## config.mk

```make
export PLATFORM = sky130hd
export DESIGN_NAME = mac_unit
export DESIGN_NICKNAME = d
export VERILOG_FILES = /design/src/rtl/mac_unit.sv
export SDC_FILE = /design/constraint.sdc
export NUM_CORES = 2
export LEC_CHECK = 0
export BUFFER_PORTS_ARGS = -buffer_cell sky130_fd_sc_hd__buf_2
export CAP_MARGIN = 20
export CORE_ASPECT_RATIO = 0.7
export CORE_MARGIN = 2
export CORE_UTILIZATION = 50
export CTS_CLUSTER_SIZE = 28
export DETAILED_ROUTE_END_ITERATION = 10
export PLACE_DENSITY = 0.66
export SKIP_LAST_GASP = 1
export SYNTH_ARGS = -nofsm -noshare
export SYNTH_HDL_FRONTEND = slang
export SYNTH_SLANG_ARGS = --single-unit
```

## constraint.sdc

```tcl
create_clock -name clk -period 3.9 [get_ports clk]
set_input_delay 0.39 -clock clk [delete_from_list [all_inputs] [get_ports clk]]
set_output_delay 0.39 -clock clk [all_outputs]
set_load 0.03 [all_outputs]
```

## src/rtl/mac_unit.sv

```systemverilog
// ---------------------------------------------------------------------------
// mac_unit
//
// Signed multiply-accumulate block for the convolution / fully-connected
// datapath. Two pipeline stages: a product register (P, pv) followed by a
// wide accumulator (ACC). An independent output register (Y) snapshots the
// accumulator on request.
//
// Ports
//   clk         rising-edge clock
//   rst         asynchronous, active-low reset
//   clr         synchronous clear of pv and ACC (Y is untouched)
//   en_MAC      accept A, B as a new product term this cycle
//   A, B        signed I_W-bit operands
//   en_MAC_out  load the pre-update ACC into Y this cycle
//   Y           signed 2*I_W+2 bit result register
//
// Configuration
//   MAC_SATURATE_EN  defined: accumulation clamps to the signed range of ACC.
//                    undefined (default): accumulation wraps modulo 2^(2*I_W+2).
// ---------------------------------------------------------------------------
module mac_unit #(
  parameter int I_W = 32
) (
  input  logic                      clk,
  input  logic                      rst,
  input  logic                      clr,
  input  logic                      en_MAC,
  input  logic signed [I_W-1:0]     A,
  input  logic signed [I_W-1:0]     B,
  input  logic                      en_MAC_out,
  output logic signed [2*I_W+1:0]   Y
);

  localparam int PW = 2 * I_W;
  localparam int AW = 2 * I_W + 2;

  logic signed [PW-1:0] p_q, p_d;
  logic                 pv_q, pv_d;
  logic signed [AW-1:0] acc_q, acc_d;
  logic signed [AW-1:0] y_q, y_d;

  logic signed [PW-1:0] prod;
  logic signed [AW-1:0] p_ext;
  logic signed [AW-1:0] acc_next;

  // Operands are widened before the multiply so the full-precision product,
  // including (-2^(I_W-1))^2, is exact in PW bits.
  always_comb begin
    prod  = PW'(A) * PW'(B);
    p_ext = {{2{p_q[PW-1]}}, p_q};
  end

`ifdef MAC_SATURATE_EN
  logic signed [AW:0] sum_ext;

  // One extra bit exposes overflow; the two top bits disagree only when the
  // true sum left the AW-bit signed range.
  always_comb begin
    sum_ext  = {acc_q[AW-1], acc_q} + {p_ext[AW-1], p_ext};
    acc_next = sum_ext[AW-1:0];
    if (sum_ext[AW] != sum_ext[AW-1]) begin
      if (sum_ext[AW]) begin
        acc_next = {1'b1, {(AW-1){1'b0}}};
      end else begin
        acc_next = {1'b0, {(AW-1){1'b1}}};
      end
    end
  end
`else
  // Plain two's complement add; carries out of the top bit are dropped.
  always_comb begin
    acc_next = acc_q + p_ext;
  end
`endif

  // Next-state logic. clr kills the in-flight product and zeroes ACC, but a
  // product captured on the same edge survives as the first new term.
  always_comb begin
    p_d   = p_q;
    pv_d  = 1'b0;
    acc_d = acc_q;
    y_d   = y_q;

    if (en_MAC) begin
      p_d  = prod;
      pv_d = 1'b1;
    end

    if (clr) begin
      acc_d = '0;
    end else if (pv_q) begin
      acc_d = acc_next;
    end

    if (en_MAC_out) begin
      y_d = acc_q;
    end
  end

  always_ff @(posedge clk or negedge rst) begin
    if (!rst) begin
      p_q   <= '0;
      pv_q  <= 1'b0;
      acc_q <= '0;
      y_q   <= '0;
    end else begin
      p_q   <= p_d;
      pv_q  <= pv_d;
      acc_q <= acc_d;
      y_q   <= y_d;
    end
  end

  assign Y = y_q;

endmodule

```

==> results.json <==
{
  "final_area_um2": 57800,
  "crit_path_start": "B[7]",
  "numCtsBuffers": 17,
  "multiInputGateArea_um2": 40100,
  "stdcell_count": 6761,
  "port_buffers": 134,
  "gp_congestion": 0.919,
  "yosys.area.top_type_share_pct": 45.4,
  "end_kind": "flip-flop",
  "seq_area_um2": 4930,
  "finalHoldViolCount": 0,
  "reg2reg_to": "acc_q[30]",
  "wirelength_mm": 129,
  "grt_setup_unrepaired": "true",
  "period_minus_slack_ps": 7140,
  "synth_commonest_cells": "fa_1, inv_1, nand2_1, and2_1, clkbuf_1",
  "yosys_warnings": 0,
  "cts_tree": "yes",
  "r2r_cells": 12,
  "postSynthCellCount": 5016,
  "synth_most_common_cell": "fa_1",
  "fp.dieH_um": 263,
  "dp_cells": 6626,
  "avgRoutedWirePerCell_um": 19.0,
  "final_net_count": 6900,
  "hp-class": "input port to async pin",
  "dieArea_um2": 98100,
  "hpwl_mm": 109,
  "synth_edf_count": 0,
  "syn_nets": 6417,
  "cap_violations": 0,
  "status": "finished, violations left",
  "crit_required_ps": 4240,
  "ys_types": 90,
  "synth_seq_cells": 197,
  "worst-path-max-fanout": 6,
  "cp.arrival_ps": 7480,
  "clockBufferDepth": 2,
  "tightest_slew_ps": 955,
  "grt_pass1_wl_mm": 213,
  "cpPeakStageDelay_ps": 640,
  "cpLargestDelayFamily": "adder cells",
  "fin_crit_sh_pct": 183,
  "synth_area_leaders": "fa_1, dfrtp_1, inv_1, and2_1, ha_1",
  "grt_usage_pct": 27.2,
  "cp.depth": 25,
  "antenna_found_initial": 2,
  "first_pass_iters": 6,
  "cts_sinks": 197,
  "syn_avg_cell_area_um2": 9.53,
  "drtIter0Drc": 2222,
  "rows": 94,
  "via_per_inst": 5.27,
  "async_flop_share_pct": 100,
  "violations": "negative setup slack",
  "worstReg2RegStart": "p_q[0]",
  "die_w_um": 374,
  "rrSetupSlack_ps": 270,
  "critPathBufInv": 5,
  "synth_top_area_cell": "fa_1",
  "clock-skew-final_ps": 12.1,
  "ys_seq_area_share_pct": 10.3,
  "clk_latency_ps": 460,
  "critPathKind": "input port to flip-flop",
  "crit_end": "p_q[60]",
  "place_ws_ps": -3930,
  "drive_gt1_share_pct": 23.9,
  "antenna_left": 0,
  "start_util_pct": 50.7,
  "grt_max_degree": 106,
  "fmax_ghz": 0.140,
  "setup_slack_ps": -3240,
  "num_vias": 35651,
  "syn_area_um2": 47800,
  "grt-ovfl-total": 0,
  "final_util_pct": 61.2,
  "io_pins": 135,
  "worst_path_max_delay_cell": "fa_2",
  "area_growth_pct": 20.8,
  "critPathLaunchType": "input port",
  "fillers": 7838,
  "fp.coreArea_um2": 94300,
  "setup_viol": 57,
  "post-route-drc-count": 0,
  "h-tree-depth": 4,
  "root_buffer": "clkbuf_16",
  "cts.clk_slew.worst_paths_ps": 70,
  "placed_cell_area_um2": 53900,
  "slew_headroom_pct": 36.3,
  "slew_viol_final": 0,
  "synth_top_flop_cell": "dfrtp_1",
  "grt_pass1_vias": 39390
}
-- final cells by class --
cell class | count | area share [%]
diodes | 1 | 0.00433
clock buffers | 19 | 0.767
clock inverters | 13 | 0.279
inverters | 1039 | 6.77
multi-input cells | 3512 | 69.4
flip-flops and latches | 197 | 8.54
well taps | 1248 | 2.70
repair buffers | 732 | 11.6
-- worst register-to-register path, stage by stage, from the launching register on --
cell and delay (ps):
dfrtp_1 430, ha_1 270, fa_1 450, a211oi_1 360
o21ai_1 180, nand4_1 190, a21boi_2 150, a21oi_2 290
o21ai_0 210, a31oi_1 350, o21ai_0 200, a2111o_1 430
nand3_1 70
-- what timing repair did --
action                                  4_1_cts  5_1_grt
gates cloned                                  3        1
pin swaps                                   212      169
hold buffers                                  0        0
gates resized for setup                     359      212
endpoints found under the setup margin       58       59
setup buffers                                56       56
endpoints found under the hold margin         0        0
-- registers in the layout, indices dropped and copies added (netlist names) --
register and count:
acc_q 66, Y 66, pv_q 1, p_q 64
-- through the flow --
step                hold WS [ps]  setup TNS [ps]
finish                      28.5         -149700
global route                 115         -160680
CTS                         72.3         -146290
detailed placement           488         -187450
global placement             488         -184310
floorplan                   94.4         -142270
-- metal layers --
layer	global-route usage, %	vias to the layer above	share of wire (%)
li1	-	16099	-
met5	0	-	0.024
met4	4.68	4	1.8
met2	44.0	990	47
met1	39.6	18399	45
met3	3.93	159	6.1
-- worst min path at each step --
stage,depth (start not counted),slack (ps),to
2_1_floorplan,0,90,Y[0]
3_3_place_gp,1,490,Y[37]
3_5_place_dp,1,490,p_q[14]
4_1_cts,1,70,Y[15]
5_1_grt,1,120,Y[10]
6_report,1,30,Y[15]
-- cells in the final DEF (no fill, tap or decap), drive strengths merged, types with 10 or more instances in the layout --
| cell | instances |
|---|---|
| nand2b | 23 |
| and2 | 519 |
| a21o | 96 |
| a31oi | 21 |
| mux2i | 42 |
| clkbuf | 28 |
| nor2b | 12 |
| nor2 | 131 |
| a21oi | 145 |
| o211ai | 17 |
| nor3 | 18 |
| and3 | 23 |
| o21bai | 20 |
| nand4 | 27 |
| ha | 249 |
| buf | 722 |
| nand2 | 583 |
| o21ai | 91 |
| nand3 | 34 |
| inv | 1045 |
| dfrtp | 197 |
| xor2 | 36 |
| xnor2 | 87 |
| mux2 | 117 |
| a211oi | 24 |
| fa | 1083 |
| o21a | 10 |
-- cells by family after synthesis --
logic type,Yosys count,synth area share [%]
AND/OR/NAND/NOR,1402,14.6
AO/OA/AOI/OAI,496,6.97
multiplexers,159,3.64
adder cells (fa/ha/maj),1332,51.9
flip-flops,197,10.3
XOR/XNOR,123,2.25
buffers and inverters,1307,10.4
Power is not shown: default switching activity piles up to over one toggle a cycle in this logic, so the estimate is an artifact.
